==> config.mk <==
export PLATFORM = sky130hd
export DESIGN_NAME = rect_fill
export DESIGN_NICKNAME = d
export VERILOG_FILES = /design/src/rtl/rect_fill.sv
export SDC_FILE = /design/constraint.sdc
export NUM_CORES = 1
export LEC_CHECK = 0
export CAP_MARGIN = 20
export CORE_MARGIN = 3
export CORE_UTILIZATION = 60
export CTS_CLUSTER_SIZE = 12
export DETAILED_ROUTE_END_ITERATION = 8
export DONT_BUFFER_PORTS = 1
export GPL_ROUTABILITY_DRIVEN = 0
export MAX_ROUTING_LAYER = met4
export PLACE_DENSITY_LB_ADDON = 0.12
export SYNTH_ARGS = -nofsm -noshare
export SYNTH_HDL_FRONTEND = slang
export SYNTH_SLANG_ARGS = --single-unit
==> constraint.sdc <==
create_clock -name i_clk -period 3.92 [get_ports i_clk]
set_input_delay 0.784 -clock i_clk [delete_from_list [all_inputs] [get_ports i_clk]]
set_output_delay 0.784 -clock i_clk [all_outputs]
set_load 0.03 [all_outputs]
==> src/rtl/rect_fill.sv <==
// Rectangle fill engine: writes every pixel of a clipped rectangle to RAM port B in raster order.
// First write one cycle after start; a pixel is held on the port until rdy_b accepts it.
module rect_fill #(
   parameter int WIDTH  = 320,
   parameter int HEIGHT = 200
) (
   input  logic       i_clk,
   input  logic       i_reset,
   input  logic       i_start,
   input  logic [8:0] i_x0,
   input  logic [7:0] i_y0,
   input  logic [8:0] i_x1,
   input  logic [7:0] i_y1,
   input  logic       i_color,
   input  logic       i_mode,
   output logic [8:0] o_x_b,
   output logic [7:0] o_y_b,
   output logic       o_write_b,
   output logic       o_in_b,
   input  logic       i_rdy_b,
   output logic       o_busy,
   output logic       o_done
);

   localparam logic [8:0] XMAX = 9'(WIDTH - 1);
   localparam logic [7:0] YMAX = 8'(HEIGHT - 1);

   typedef enum logic [1:0] {S_IDLE, S_WRITE, S_DONE} state_t;

   state_t     r_state;
   state_t     w_next;
   logic [8:0] r_x;
   logic [7:0] r_y;
   logic [8:0] r_x0;
   logic [8:0] r_xe;
   logic [7:0] r_ye;
   logic       r_color;
   logic       r_mode;

   logic [8:0] w_xe;
   logic [7:0] w_ye;
   logic       w_empty;
   logic       w_last;
   logic       w_row_end;

   // Clip the far corner to the framebuffer; near corner beyond the edge means nothing to draw.
   assign w_xe      = (i_x1 > XMAX) ? XMAX : i_x1;
   assign w_ye      = (i_y1 > YMAX) ? YMAX : i_y1;
   assign w_empty   = (i_x0 > w_xe) || (i_y0 > w_ye) || (i_x0 > XMAX) || (i_y0 > YMAX);
   assign w_row_end = (r_x == r_xe);
   assign w_last    = w_row_end && (r_y == r_ye);

   always_ff @(posedge i_clk) begin
      if (i_reset) begin
         r_state <= S_IDLE;
      end else begin
         r_state <= w_next;
      end
   end

   always_comb begin
      w_next = r_state;
      case (r_state)
         S_IDLE:  if (i_start) w_next = w_empty ? S_DONE : S_WRITE;
         S_WRITE: if (i_rdy_b && w_last) w_next = S_DONE;
         S_DONE:  w_next = S_IDLE;
         default: w_next = S_IDLE;
      endcase
   end

   always_ff @(posedge i_clk) begin
      if (i_reset) begin
         r_x     <= '0;
         r_y     <= '0;
         r_x0    <= '0;
         r_xe    <= '0;
         r_ye    <= '0;
         r_color <= 1'b0;
         r_mode  <= 1'b0;
      end else begin
         case (r_state)
            S_IDLE: begin
               if (i_start && !w_empty) begin
                  r_x     <= i_x0;
                  r_y     <= i_y0;
                  r_x0    <= i_x0;
                  r_xe    <= w_xe;
                  r_ye    <= w_ye;
                  r_color <= i_color;
                  r_mode  <= i_mode;
               end
            end
            S_WRITE: begin
               if (i_rdy_b && !w_last) begin
                  if (w_row_end) begin
                     r_x <= r_x0;
                     r_y <= r_y + 8'd1;
                  end else begin
                     r_x <= r_x + 9'd1;
                  end
               end
            end
            default: ;
         endcase
      end
   end

   always_comb begin
      o_write_b = (r_state == S_WRITE);
      o_busy    = (r_state != S_IDLE);
      o_done    = (r_state == S_DONE);
      o_x_b     = r_x;
      o_y_b     = r_y;
      o_in_b    = o_write_b & (r_color ^ (r_mode & (r_x[0] ^ r_y[0])));
   end

endmodule
==> impl_results.md <==
- MaxCap Viol Count: 0
- Final #Nets: 454
- Setup bufs post-CTS: 0
- Worst relative slew slack: 46.3%
- Largest area contributor in the netlist: dfxtp_1
- DRT antenna net count: 0
- Final hold viol count: 0
- Net Sw Frac: 36.6%
- Max Transition Viols Final: 0
- Worst reg2reg setup slack: 1.11 ns
- CP bufs+invs: 0
- Layout area overhead: 4.27%
- Worst R2R End: o_x_b[4]$_SDFFE_PP0P_
- Worst VDD drop: 0.000180 V
- Post-synthesis cell area: 0.00322 mm2
- First-pass GRT wire length: 14,500 um
- Initial core utilization: 62.7%
- Synth cell types: 54
- CTS tree: done
- Pwr dens: 403 mW/mm2
- Largest stage delay, worst path: 0.48 ns
- WHS Endpoint: r_state[1]$_SDFFE_PP0P_
- Vias in the first global route: 2,902
- Fmax: 321 MHz
- Post-cts resize count: 0
- Seq pwr share: 43.3%
- CTS Hold Buffers Added: 0
- Slew @ Worst Pin: 0.799 ns
- Residual DRC: 0
- Fin crit share: 79.4%
- Post-synth top cells: nand2_1 (50), dfxtp_1 (47), a21oi_1 (39), nand3_1 (35), o21ai_0 (33)
- Remaining Overflow, GRT: 0
- Root Driver: clkbuf_8
- Mapped Nets: 464
- Iteration-0 DRC Markers: 237
- Routed vias/inst: 6.51
- Initial antenna violation count: 0
- Synth area leaders: dfxtp_1 (29%), ha_1 (7.4%), a21oi_1 (6.1%)
- Hold crit path type: reg2reg
- Vias: 3,035
- Core ar.: 0.00514 mm2
- Startpoint Class: primary input
- Fillers: 462
- Int Pwr: 858 uW
- Reg clk slew, reported paths: 0.09 ns
- Pleak: 0.00127 uW
- DPL Wire Length: 6480 um
- Number of I/O pins: 61
- DIE WIDTH: 79.3 um
- Die span in y: 79.3 um
- Sequential area share after synthesis: 29.2%
- Final Util: 65.4%
- Setup violators final: 0
- Post-synth EDFFs: 0
- Worst-path maximum fanout: 9
- Critical path required time: 4.12 ns
- Clock power share: 28.1%
- Most frequent cell after synthesis: nand2_1
- RSZ-0062 raised after global routing: false
- Clock latency on the worst-skew pair: 0.31 ns
- Crit path kind: in2reg
- Syn Area/Cell: 7.96 um2
- Switch Pwr: 496 uW
- Clock Tree Buf Depth: 2
- Global-route usage over all layers: 30.3%
- #FFs+latches synth: 47
- Combinational Power Share: 28.6%
- CTS sink count: 47
- First-pass DRT Iterations: 5
- Hold_sp: r_state[1]$_SDFFE_PP0P_
- Synthesized instance count: 405
- Async S/R FF share, synth: 0%
- Num CTS Buffers: 5
- Std cell rows: 26
- Top_reg_cell synth: dfxtp_1
- Worst R2R Path Depth: 6
- Total Wirelength: 8810 um
- Clk_skew: 0.00405 ns
- Worst hold stages: 1
- PortBufs: 0
- N_diodes: 0
- Critical Path AT: 3.31 ns
- Synth warn: 0
- Final min period: 3.11 ns
- Synth top area share: 29.2%
- CTS H-Tree Depth: 2
- Crit path max-delay family: compound AO/OA/AOI/OAI gates
- Critical-path cell list: nor3_1, nor2_1, or2_2, ha_1, and4_1, a211o_1, a41oi_4, a21o_1, mux2_4
- DIE AREA: 0.00629 mm2
- Status: completed
- Largest net degree at the start of global routing: 44
- CP endpoint kind: flop
- Setup tns final: 0 ns
- Avg WL per Cell: 18.9 um
- FF-to-FF Start: o_x_b[0]$_SDFFE_PP0P_
- CP max stage cell: a21o_1
- Fraction of layout cells with a size suffix above 1: 10.1%
==> cell type report <==
| class | count | area (um2) | share of cell area (%) |
|---|---|---|---|
| Sequential cell | 47 | 941 | 28.0 |
| Timing Repair Buffer | 7 | 52.6 | 1.56 |
| Clock buffer | 6 | 82.6 | 2.46 |
| Clock inverter | 2 | 35.0 | 1.04 |
| Multi-Input combinational cell | 325 | 2130 | 63.3 |
| Tap cell | 70 | 87.6 | 2.61 |
| Inverter | 9 | 33.8 | 1.01 |
==> cells by family after synthesis <==
family,count (synthesis),synth area share (%)
multiplexers,9,3.26
flip-flops,47,29.2
AND/OR/NAND/NOR,152,23.1
adder cells (fa/ha/maj),19,7.38
buffers and inverters,33,4.77
AO/OA/AOI/OAI,113,23.6
XOR/XNOR,32,8.70
==> how the worst max path moves through the flow <==
stage	end	cells after the start	startpoint
finish	o_x_b[4]$_SDFFE_PP0P_	9	i_y1[4]
detailed placement	o_x_b[4]$_SDFFE_PP0P_	9	i_y1[4]
global route	o_x_b[3]$_SDFFE_PP0P_	10	i_x1[8]
global placement	o_x_b[3]$_SDFFE_PP0P_	10	i_x1[8]
CTS	o_x_b[4]$_SDFFE_PP0P_	9	i_y1[4]
floorplan	o_x_b[0]$_SDFFE_PP0P_	10	i_y1[4]
==> cells in the final DEF (no fill, tap or decap), types with 3 or more instances in the layout <==
cell       n
nand2_1   50
clkbuf_8   6
o21ai_1    4
a31o_2     4
xor2_1    16
a211oi_1   5
nor4_1     3
dfxtp_1   47
a31oi_1    3
nand4_1   10
nor2_1    21
or3_1      9
a21oi_1   39
inv_1      7
and2_1     3
a211oi_2   4
mux2i_1    6
mux2_4     3
ha_1      19
o21ai_0   33
xnor2_1   16
nor3_1     8
nand3_1   35
buf_4      7
nor2b_1    6
==> power groups by stage <==
stage	Clock (uW)	Combinational, uW	Sequential [uW]
2_1_floorplan	0	321	582
3_3_place_gp	0	370	597
3_5_place_dp	0	380	597
4_1_cts	384	383	586
5_1_grt	403	425	592
6_report	381	387	587
==> state kept, by name, indices dropped and copies added (netlist names) <==
name and count:
o_x_b 9, o_y_b 8, r_color 1, r_mode 1, r_state 2, r_x0 9, r_xe 9, r_ye 8
==> metal layers <==
metal,share of wire [%],up-vias,track usage (%)
met1,44,1466,41.2
met5,0,-,-
met3,9.1,8,5.78
li1,-,1436,-
met2,46,125,46.6
met4,0.99,0,7.39
==> metrics by stage <==
stage | std cells | setup slack [ns] | area, um2 | hold slack [ns] | total power, uW
after floorplan | 405 | 0.943 | 3220 | 0.432 | 903
after global placement | 458 | 0.610 | 3240 | 0.453 | 967
after detailed placement | 458 | 0.529 | 3240 | 0.451 | 977
after CTS | 466 | 0.858 | 3360 | 0.468 | 1350
after global routing | 466 | 0.653 | 3360 | 0.498 | 1420
final | 466 | 0.808 | 3360 | 0.466 | 1350
Power figures use the tool's default switching activity.
